<file path="src/rtl/camera_pkg.sv">
// camera_pkg
// Shared definitions for the parallel camera interface: the sensor emulator
// FSM state encoding, the test pattern codes, the default frame timing and
// small elaboration-time helpers for sizing counters.
package camera_pkg;

   // Frame sequencing states of the sensor emulator
   typedef enum logic [2:0] {
      ST_IDLE   = 3'd0,
      ST_VSYNC  = 3'd1,
      ST_VBACK  = 3'd2,
      ST_ACTIVE = 3'd3,
      ST_VFRONT = 3'd4
   } camState_e;

   // Test pattern codes as driven on pattern_sel
   typedef enum logic [1:0] {
      PAT_COUNT = 2'd0,
      PAT_ALT   = 2'd1,
      PAT_GRID  = 2'd2,
      PAT_WHITE = 2'd3
   } pattern_e;

   // Default frame timing, shared with the capture-side bench
   localparam int DEF_PCLK_DIV        = 1;
   localparam int DEF_H_ACTIVE        = 8;
   localparam int DEF_BYTES_PER_PIXEL = 2;
   localparam int DEF_H_BLANK         = 4;
   localparam int DEF_V_SYNC          = 2;
   localparam int DEF_V_BACK          = 2;
   localparam int DEF_V_ACTIVE        = 4;
   localparam int DEF_V_FRONT         = 2;

   // Bits needed for a counter holding 0..numValues-1, never less than one
   function automatic int cntWidth(input int numValues);
      return (numValues <= 2) ? 1 : $clog2(numValues);
   endfunction

   // Largest of four values, used to size the shared line counter
   function automatic int maxOf4(input int a, input int b, input int c, input int d);
      int m;
      m = a;
      if (b > m) m = b;
      if (c > m) m = c;
      if (d > m) m = d;
      return m;
   endfunction

endpackage

</file>
<file path="src/rtl/camera_pattern_gen.sv">
// camera_pattern_gen
// Combinational test pattern byte for the sensor emulator.
// Ports:
//   i_sel   latched pattern code
//   i_col   byte index within the line
//   i_line  active line index
//   i_href  line valid; the byte is forced to zero when low
//   o_byte  pixel data byte
module camera_pattern_gen
   import camera_pkg::*;
#(
   parameter int COL_W  = 5,
   parameter int LINE_W = 2
)(
   input  pattern_e          i_sel,
   input  logic [COL_W-1:0]  i_col,
   input  logic [LINE_W-1:0] i_line,
   input  logic              i_href,
   output logic [7:0]        o_byte
);

   logic [7:0] w_b;
   logic [3:0] w_y;

   // Counters are resized to the byte and nibble fields the patterns use
   assign w_b = 8'(i_col);
   assign w_y = 4'(i_line);

   // Select the pattern byte; blanking always reads as zero
   always_comb begin
      o_byte = 8'h00;
      if (i_href) begin
         case (i_sel)
            PAT_COUNT: o_byte = w_b;
            PAT_ALT:   o_byte = w_b[0] ? 8'h55 : 8'hAA;
            PAT_GRID:  o_byte = {w_y, w_b[3:0]};
            PAT_WHITE: o_byte = 8'hFF;
            default:   o_byte = 8'h00;
         endcase
      end
   end

endmodule

</file>
<file path="src/rtl/camera_sensor_emulator.sv">
// camera_sensor_emulator
// Emulates the sensor side of a parallel camera interface so the capture
// path can run without a real sensor.
// Ports:
//   clk          system clock
//   rst          asynchronous active-low reset
//   enable       stream frames continuously while high (sampled at frame boundaries)
//   pattern_sel  test pattern code, latched at frame start
//   Pclk         pixel clock, half period of PCLK_DIV clk cycles
//   Vsync        frame sync, active high
//   Href         line valid, active high
//   Imagen       pixel data byte
//   frame_done   one-clk pulse at the end of each frame
//   busy         high while a frame is in progress
module camera_sensor_emulator
   import camera_pkg::*;
#(
   parameter int PCLK_DIV        = DEF_PCLK_DIV,
   parameter int H_ACTIVE        = DEF_H_ACTIVE,
   parameter int BYTES_PER_PIXEL = DEF_BYTES_PER_PIXEL,
   parameter int H_BLANK         = DEF_H_BLANK,
   parameter int V_SYNC          = DEF_V_SYNC,
   parameter int V_BACK          = DEF_V_BACK,
   parameter int V_ACTIVE        = DEF_V_ACTIVE,
   parameter int V_FRONT         = DEF_V_FRONT
)(
   input  logic       clk,
   input  logic       rst,
   input  logic       enable,
   input  logic [1:0] pattern_sel,
   output logic       Pclk,
   output logic       Vsync,
   output logic       Href,
   output logic [7:0] Imagen,
   output logic       frame_done,
   output logic       busy
);

   localparam int H_BYTES  = H_ACTIVE * BYTES_PER_PIXEL;
   localparam int LINE_LEN = H_BYTES + H_BLANK;
   localparam int V_MAX    = maxOf4(V_SYNC, V_BACK, V_ACTIVE, V_FRONT);
   localparam int COL_W    = cntWidth(LINE_LEN);
   localparam int LINE_W   = cntWidth(V_MAX);
   localparam int DIV_W    = cntWidth(PCLK_DIV);

   localparam logic [DIV_W-1:0]  DIV_LAST   = DIV_W'(PCLK_DIV - 1);
   localparam logic [COL_W-1:0]  COL_LAST   = COL_W'(LINE_LEN - 1);
   localparam logic [COL_W:0]    HREF_LIM   = (COL_W + 1)'(H_BYTES);
   localparam logic [LINE_W-1:0] SYNC_LAST  = LINE_W'(V_SYNC - 1);
   localparam logic [LINE_W-1:0] BACK_LAST  = LINE_W'(V_BACK - 1);
   localparam logic [LINE_W-1:0] ACT_LAST   = LINE_W'(V_ACTIVE - 1);
   localparam logic [LINE_W-1:0] FRONT_LAST = LINE_W'(V_FRONT - 1);

   logic [DIV_W-1:0]  r_divCnt;
   logic              r_pclk;
   camState_e         r_state;
   logic [COL_W-1:0]  r_col;
   logic [LINE_W-1:0] r_line;
   pattern_e          r_sel;
   logic              r_vsync;
   logic              r_href;
   logic [7:0]        r_imagen;
   logic              r_frameDone;
   logic              r_busy;

   logic              w_divLast;
   logic              w_fallTick;
   camState_e         w_nxtState;
   logic [COL_W-1:0]  w_nxtCol;
   logic [LINE_W-1:0] w_nxtLine;
   pattern_e          w_nxtSel;
   logic              w_nxtBusy;
   logic              w_nxtDone;
   logic              w_nxtHref;
   logic [LINE_W-1:0] w_phaseLast;
   logic [7:0]        w_pattern;

   // Divider: Pclk toggles every PCLK_DIV clocks, regardless of enable
   assign w_divLast  = (r_divCnt == DIV_LAST);
   // The frame machinery advances only when Pclk falls, so data is settled
   // a full half period before the receiver samples on the rising edge
   assign w_fallTick = w_divLast & r_pclk;

   always_ff @(posedge clk or negedge rst) begin
      if (!rst) begin
         r_divCnt <= '0;
         r_pclk   <= 1'b0;
      end else if (w_divLast) begin
         r_divCnt <= '0;
         r_pclk   <= ~r_pclk;
      end else begin
         r_divCnt <= r_divCnt + 1'b1;
      end
   end

   // Next-state view of the frame sequencer. Every non-idle phase is a whole
   // number of lines, so one column/line counter pair times all of them and
   // the line counter restarts at each phase change.
   always_comb begin
      w_nxtState  = r_state;
      w_nxtCol    = r_col;
      w_nxtLine   = r_line;
      w_nxtSel    = r_sel;
      w_nxtBusy   = r_busy;
      w_nxtDone   = 1'b0;
      w_phaseLast = FRONT_LAST;
      case (r_state)
         ST_VSYNC:  w_phaseLast = SYNC_LAST;
         ST_VBACK:  w_phaseLast = BACK_LAST;
         ST_ACTIVE: w_phaseLast = ACT_LAST;
         default:   w_phaseLast = FRONT_LAST;
      endcase

      if (r_state == ST_IDLE) begin
         if (enable) begin
            w_nxtState = ST_VSYNC;
            w_nxtSel   = pattern_e'(pattern_sel);
            w_nxtBusy  = 1'b1;
            w_nxtCol   = '0;
            w_nxtLine  = '0;
         end
      end else if (r_col != COL_LAST) begin
         w_nxtCol = r_col + 1'b1;
      end else begin
         w_nxtCol = '0;
         if (r_line != w_phaseLast) begin
            w_nxtLine = r_line + 1'b1;
         end else begin
            w_nxtLine = '0;
            case (r_state)
               ST_VSYNC:  w_nxtState = ST_VBACK;
               ST_VBACK:  w_nxtState = ST_ACTIVE;
               ST_ACTIVE: w_nxtState = ST_VFRONT;
               default: begin
                  // End of frame: chain straight into the next one when
                  // still enabled so Vsync rises on this same tick
                  w_nxtDone = 1'b1;
                  if (enable) begin
                     w_nxtState = ST_VSYNC;
                     w_nxtSel   = pattern_e'(pattern_sel);
                  end else begin
                     w_nxtState = ST_IDLE;
                     w_nxtBusy  = 1'b0;
                  end
               end
            endcase
         end
      end
   end

   assign w_nxtHref = (w_nxtState == ST_ACTIVE) && ({1'b0, w_nxtCol} < HREF_LIM);

   camera_pattern_gen #(
      .COL_W  (COL_W),
      .LINE_W (LINE_W)
   ) u_patternGen (
      .i_sel  (w_nxtSel),
      .i_col  (w_nxtCol),
      .i_line (w_nxtLine),
      .i_href (w_nxtHref),
      .o_byte (w_pattern)
   );

   // Frame FSM with registered outputs, all loaded from the next-state view
   // so the pins line up exactly with the state they describe
   always_ff @(posedge clk or negedge rst) begin
      if (!rst) begin
         r_state     <= ST_IDLE;
         r_col       <= '0;
         r_line      <= '0;
         r_sel       <= PAT_COUNT;
         r_vsync     <= 1'b0;
         r_href      <= 1'b0;
         r_imagen    <= 8'h00;
         r_frameDone <= 1'b0;
         r_busy      <= 1'b0;
      end else begin
         r_frameDone <= 1'b0;
         if (w_fallTick) begin
            r_state     <= w_nxtState;
            r_col       <= w_nxtCol;
            r_line      <= w_nxtLine;
            r_sel       <= w_nxtSel;
            r_busy      <= w_nxtBusy;
            r_frameDone <= w_nxtDone;
            r_vsync     <= (w_nxtState == ST_VSYNC);
            r_href      <= w_nxtHref;
            r_imagen    <= w_pattern;
         end
      end
   end

   assign Pclk       = r_pclk;
   assign Vsync      = r_vsync;
   assign Href       = r_href;
   assign Imagen     = r_imagen;
   assign frame_done = r_frameDone;
   assign busy       = r_busy;

endmodule

</file>
<file path="config.mk">
export PLATFORM = sky130hd
export DESIGN_NAME = camera_sensor_emulator
export DESIGN_NICKNAME = d
export VERILOG_FILES = /design/src/rtl/camera_pkg.sv /design/src/rtl/camera_pattern_gen.sv /design/src/rtl/camera_sensor_emulator.sv
export SDC_FILE = /design/constraint.sdc
export NUM_CORES = 1
export LEC_CHECK = 0
export BUFFER_PORTS_ARGS = -buffer_cell sky130_fd_sc_hd__buf_4
export CELL_PAD_IN_SITES_DETAIL_PLACEMENT = 0
export CELL_PAD_IN_SITES_GLOBAL_PLACEMENT = 2
export CORE_MARGIN = 2
export CORE_UTILIZATION = 35
export DETAILED_ROUTE_END_ITERATION = 8
export GPL_TIMING_DRIVEN = 0
export PLACE_DENSITY_LB_ADDON = 0.1
export SYNTH_ARGS = -nofsm -noshare
export SYNTH_HDL_FRONTEND = slang
export SYNTH_SLANG_ARGS = --single-unit
</file>
<file path="constraint.sdc">
create_clock -name clk -period 2.7 [get_ports clk]
set_input_delay 0.135 -clock clk [delete_from_list [all_inputs] [get_ports clk]]
set_output_delay 0.135 -clock clk [all_outputs]
set_load 0.03 [all_outputs]
</file>
# Yosys cells after proc, flatten, opt, wreduce, memory -nomap -nowiden

Index checks and enable logic that the tools add are counted.

Bits in registers: 26
Output and inout port bits: 13
Word-level logic and storage cells: 72

Add/subtract/negate cells: 3
Order comparisons: 1
Equal/unequal tests: 15
Multiplexer cells: 34
Bitwise logic cells: 3
Reductions and logical operators: 5

Operator list:

| kind                | count |
|---|---|
| $pmux 8 s4          | 1 |
| $mux 2              | 10 |
| $mux 8              | 2 |
| $mux 5              | 3 |
| $mux 1              | 13 |
| $mux 3              | 4 |
| $eq 3x2->1 const B  | 3 |
| $pmux 3 s3          | 1 |
| $eq 3x1->1 const B  | 2 |
| $ne 2x2->1 const B  | 3 |
| $reduce_and 6->1    | 1 |
| $add 5x1->5 const B | 1 |
| $lt 5x5->1 const B  | 1 |
| $ne 5x5->1 const B  | 1 |
| $eq 2x2->1 const B  | 2 |
| $ne 2x1->1 const B  | 2 |
| $logic_not 3->1     | 1 |
| $reduce_or 3->1     | 1 |
| $add 2x1->2 const B | 1 |
| $eq 2x1->1 const B  | 1 |
| $logic_not 2->1     | 1 |
| $ne 2x2->1          | 1 |
| $not 1->1           | 2 |
| $add 1x1->1 const B | 1 |
| 2 further kinds     | 2 |

# Logic depth before layout (Yosys ltp)

Word-level depth: 9
Mapped depth: 7

# By module

Synthesis repeated with hierarchy kept, for this count alone.

Cells, all modules: 160
Area, all modules: 1,574.0 µm²

By module, submodules not included:

| module                 | instances | cells each | area an instance (µm²) |
|---|---|---|---|
| camera_sensor_emulator | 1         | 141        | 1,440.1 |
| camera_pattern_gen     | 1         | 19         | 133.9 |

# Worst setup path after synthesis

OpenSTA, ideal clock, no wires.

Path type: register -> register
Start: reg r_state[0]
End: reg r_imagen[1] (netlist: Imagen[1])
Arrival: 1.843 ns
Data required time: 2.599 ns
Path slack: 0.756 ns
Cell stages (with the launch flop): 7
Path buffers: 1
Path through: dfrtp_1 -> buf_6 -> or4b_4 -> o21ai_4 -> mux2i_2 -> nor2_1 -> o32ai_1

Longest elaborated chain between the ends: 9
Elaborated cells on any way between the ends: 27

RTL lines:

| what                                                   | line                                                         | source |
|---|---|---|
| start: declaration                                     | camera_sensor_emulator.sv:56                                 | `camState_e r_state;` |
| start signal: assignment                               | camera_sensor_emulator.sv:180                                | `r_state <= w_nxtState;` |
| $eq 3x2->1, or another cell as far along               | camera_sensor_emulator.sv:107, camera_sensor_emulator.sv:130 |  |
| $mux 2 / $reduce_or 3->1 (equally long branches)       | -                                                            |  |
| $ne 2x2->1 / $mux 2 (equally long branches)            | camera_sensor_emulator.sv:126, camera_sensor_emulator.sv:130 |  |
| $mux 2 / $mux 3 (equally long branches)                | camera_sensor_emulator.sv:126                                | `if (r_line != w_phaseLast) begin` |
| $mux 2 / $mux 3 (equally long branches)                | camera_sensor_emulator.sv:122                                | `end else if (r_col != COL_LAST) begin` |
| $mux 2 / $mux 3 (equally long branches)                | camera_sensor_emulator.sv:114                                | `if (r_state == ST_IDLE) begin` |
| $eq 2x2->1, or another cell as far along               | camera_pattern_gen.sv:33                                     | `case (i_sel)` |
| $pmux 8 s4 / $logic_and 1x1->1 (equally long branches) | camera_pattern_gen.sv:33, camera_sensor_emulator.sv:151      |  |
| $mux 8 (*)                                             | camera_pattern_gen.sv:32                                     | `if (i_href) begin` |
| end signal: assignment                                 | camera_sensor_emulator.sv:188                                | `r_imagen <= w_pattern;` |
| end: declaration                                       | camera_sensor_emulator.sv:62                                 | `logic [7:0] r_imagen;` |

Mark *: on every way between the ends. The rest lies on a longest branch, timed or not.
A chain may end at the register's enable or synchronous reset.

# Worst setup path after layout

Start: reg r_col[0]
End: reg r_imagen[1] (netlist: Imagen[1])

Longest elaborated chain between the ends: 6
Elaborated cells on any way between the ends: 19

RTL lines:

| what                                                   | line                                                         | source |
|---|---|---|
| start: declaration                                     | camera_sensor_emulator.sv:57                                 | `logic [COL_W-1:0] r_col;` |
| start signal: assignment                               | camera_sensor_emulator.sv:181                                | `r_col <= w_nxtCol;` |
| $add 5x1->5 / $ne 5x5->1 (equally long branches)       | camera_sensor_emulator.sv:123, camera_sensor_emulator.sv:122 |  |
| $mux 5, or another cell as far along                   | camera_sensor_emulator.sv:122                                |  |
| $mux 5, or another cell as far along                   | camera_sensor_emulator.sv:114                                |  |
| $lt 5x5->1, or another cell as far along               | camera_sensor_emulator.sv:151                                | `assign w_nxtHref = (w_nxtState == ST_ACTIVE) && ({1'b0, w_nxtCol} < HREF_LIM);` |
| $logic_and 1x1->1 / $pmux 8 s4 (equally long branches) | camera_sensor_emulator.sv:151, camera_pattern_gen.sv:33      |  |
| $mux 8 (*)                                             | camera_pattern_gen.sv:32                                     |  |

Marks and branches as above.

==> results_tabular.tex <==
\begin{tabular}{lr}
\hline
Metric & Value \\
\hline
\multicolumn{2}{l}{\textbf{Run status}} \\
Status & finished, final reports clean \\
\multicolumn{2}{l}{\textbf{Global route}} \\
Number of antenna violations at the first check in global routing & 0 \\
First-pass GRT wire length & between 5000 and 6000 um \\
Pin count of the biggest net entering global routing & 26 \\
Leftover overflow at the end of global routing & 0 \\
Via count of the first global-routing pass & roughly 1,200 \\
Total global-route track usage & roughly 17\% \\
\multicolumn{2}{l}{\textbf{CTS}} \\
Clock-pin slew on the worst setup and hold paths & 0.10 ns \\
CTS Root Cell & clkbuf\_8 \\
Count of clock tree sinks & 25 \\
Clk buf depth & 2 \\
CTS tree & done \\
Clock buffer count from CTS & 3 \\
Latest clock arrival within the worst-skew pair & between 0.2 and 0.3 ns \\
H-tree lvl count & 1 \\
\multicolumn{2}{l}{\textbf{Yosys}} \\
Xor/xnor share of the synthesized area & 0\% \\
Most frequently used flop master after synthesis & dfrtp\_1 \\
Fraction of registers with async set or reset after synthesis & 100\% \\
Main combinational cell family by area after synthesis & simple AND/OR/NAND/NOR gates \\
Number of enable flip-flop cells after synthesis & 0 \\
Fraction of the yosys area taken by sequential cells & around 43\% \\
Cell Area, Synth & 1460 um2 \\
Area fraction in and, or, nand and nor cells after synthesis & roughly a quarter \\
Flop and latch count out of synthesis & 25 \\
Area fraction in compound gates after synthesis & between 20\% and 30\% \\
Unique masters post-synth & 49 \\
Fraction of the mapped netlist area in adder cells & 0.855\% \\
Syn\_area\_per\_cell & around 9.4 um2 \\
Post-synthesis mux area share & roughly 3.2\% \\
Post-Synthesis Net Count & between 150 and 200 \\
Count of mapped cells out of synthesis & $\sim$160 \\
Synthesis warning total & 0 \\
\multicolumn{2}{l}{\textbf{Placement}} \\
Gpl congestion & around 0.80 \\
Hpwl dp & $\sim$2500 um \\
Count of input and output buffers & 17 \\
Post-Place Worst Slack & just under 0.5 ns \\
Cell area after placement & approximately 1700 um2 \\
\multicolumn{2}{l}{\textbf{Timing}} \\
Setup violations, final & 0 \\
Fin crit period & approximately 2.2 ns \\
Timing-limited maximum frequency & 0.448 GHz \\
Fin crit share & between 80 and 90\% \\
Setup\_tns & 0 ns \\
RSZ-0062 raised after global routing & no \\
Number of max-slew violations in the final report & 0 \\
Worst Tran Pin Value & 0.518 ns \\
Number of failing hold endpoints at the final stage & 0 \\
Relative max-transition margin & between 60\% and 70\% \\
Post-route worst setup slack & 0.469 ns \\
Worst Skew & $\sim$0.0053 ns \\
\multicolumn{2}{l}{\textbf{Flow run}} \\
Max-capacitance violation count & 0 \\
\multicolumn{2}{l}{\textbf{Route}} \\
Total length of routed met2 wires & 1610 um \\
Post-route ant nets & 0 \\
Number of vias in the routed layout & 1,230 \\
First-iteration detailed-routing DRC count & 70 \\
Via count normalized by instance count & around 5.4 \\
Met3 layer wire length in the routed design & approximately 110 um \\
Number of search-and-repair iterations in the first detailed-routing pass & 6 \\
DRT met1 WL & 1700 um \\
Uppermost layer routed & met4 \\
Drt drc & 0 \\
Routed length per placed instance & 15.2 um \\
Final wirelength & around 3400 um \\
\multicolumn{2}{l}{\textbf{Critical path}} \\
Crit path capture type & flop \\
Crit path arrival time & 2.41 ns \\
Worst Setup Start Kind & flop \\
Startpoint of the lowest-slack register-to-register path & r\_col[0] \\
Origin of the worst setup path & r\_col[0] \\
Series of cell instances along the critical path & ha\_1 -> nand4bb\_2 -> o21ai\_4 -> mux2i\_2 -> nor2\_1 -> o32ai\_1 \\
Maximum fanout encountered on the critical timing path & 8 \\
Max incr delay on CP & between 0.4 and 0.5 ns \\
Data required, critical path & roughly 2.9 ns \\
Critical-path top delay cell & mux2i\_2 \\
Critical Setup Path Class & reg2reg \\
\multicolumn{2}{l}{\textbf{Min path}} \\
Hold/Removal Path Class & in2reg \\
Startpoint of the lowest-slack hold path & pattern\_sel[0] \\
\multicolumn{2}{l}{\textbf{Die}} \\
Die area & 4720 um2 \\
Number of top-level pins & 18 \\
Floorplan core area & $\sim$4000 um2 \\
Die Y & about 70 um \\
X dimension of the die & around 69 um \\
Initial core utilization & between 30 and 40\% \\
Number of cell rows & 23 \\
\multicolumn{2}{l}{\textbf{Pwr}} \\
Pwr dens & 366 nW/um2 \\
Lkg Pwr & roughly 0.74 nW \\
Design Power & approximately 0.63 mW \\
VDD IR max & 0.000204 V \\
\multicolumn{2}{l}{\textbf{Cells and area}} \\
Area growth, synth to finish & 17.0\% \\
Number of diodes added for antenna fixing & 0 \\
Ratio of cells with drive above 1 in the final layout & 20.3\% \\
Final standard cell area without fillers & 1710 um2 \\
Final net count & $\sim$180 \\
\hline
\end{tabular}
[layout by cell type, fill, tap and decap left out, types with 3 or more instances in the layout]
| master | instances |
|---|---|
| clkbuf_1 | 6 |
| a31oi_1 | 3 |
| nor3_1 | 4 |
| buf_2 | 3 |
| a21oi_1 | 16 |
| nand3_1 | 3 |
| clkbuf_8 | 3 |
| and2_1 | 3 |
| buf_4 | 17 |
| nor2_1 | 13 |
| nand2_1 | 6 |
| inv_1 | 8 |
| o2bb2ai_1 | 4 |
| nand3b_1 | 3 |
| dfrtp_1 | 25 |
| nand2b_1 | 4 |
| o21ai_0 | 9 |
| and3_1 | 4 |
[layer usage]
layer	global-route usage [%]	up-vias
li1	-	616
met5	0	-
met4	4.50	0
met1	23.4	592
met2	26.6	20
met3	2.44	2
[cell usage after synthesis (all sizes together) (3+ instances only)]
library cell	n	area share (%)
and2	4	1.9
inv	8	2.1
clkbuf	6	1.5
o32ai	3	2.8
nand3	3	1.0
nand3b	3	1.5
nor2	13	3.3
o21ai	10	4.2
buf	4	1.8
nand2	6	1.5
a31oi	3	1.3
dfrtp	25	43
and3	4	1.7
o2bb2ai	4	2.4
a21oi	16	5.5
nand2b	4	1.7
nand4b	3	2.2
nor3	4	1.4
[sequential cells by signal (all words and copies together), names as in the netlist]
register    flops
Href            1
Imagen          8
Pclk            1
Vsync           1
busy            1
frame_done      1
r_col           5
r_line          2
r_sel           2
r_state         3
[worst max-delay path: cells and delay by family (launching register included)]
family                     cells  cell delay (ns)
adders and majority gates      1             0.27
DFF                            1             0.42
muxes                          1             0.45
and+or+nand+nor                2             0.38
AOI/OAI and AO/OA              2             0.61
[layout make-up]
cell class,count,area (um2)
plain buffers,10,48.8
clock buffers,3,41.3
clock inverters,1,7.51
fillers,408,2290
inverters,9,33.8
multi-input cells,111,756
flip-flops and latches,25,626
well taps,50,62.6
repair buffers,18,138
[logic make-up after synthesis]
| family | count (synthesis) |
|---|---|
| simple gates | 56 |
| mux | 4 |
| flops | 25 |
| buf+inv | 19 |
| fa+ha+maj | 1 |
| compound gates | 50 |
[stage by stage]
stage,hold WS [ns],util (%),instances
floorplan,-0.161,-,155
global placement,0.0627,41.4,222
detailed placement,0.0682,41.4,222
CTS,0.200,42.8,227
global route,0.220,42.8,227
finish,0.194,42.8,227
[where the power goes]
group	switching (mW)	internal, mW	leakage [nW]
logic	0.0110	0.00553	0.400
registers	0	0.374	0.315
clock network	0.132	0.105	0.0217
[path summary, 6_finish.rpt]
| kind | end | slack (ns) | depth (start not counted) |
|---|---|---|---|
| min in group asynchronous | r_state[0] | 0.30 | 2 |
| worst max-delay path | Imagen[1] | 0.47 | 6 |
| max in group asynchronous | r_col[0] | 2.14 | 2 |
| worst min register to register | Imagen[5] | 0.50 | 1 |
| worst max register to register | Imagen[1] | 0.47 | 6 |
| worst min-delay path | Imagen[7] | 0.19 | 3 |
[repair_timing]
item	4_1_cts	5_1_grt
hold endpoints to repair	25	0
setup buffers	0	0
hold buffers	1	0
resized for setup	0	0
No activity file was read; power rests on OpenSTA's default activity.
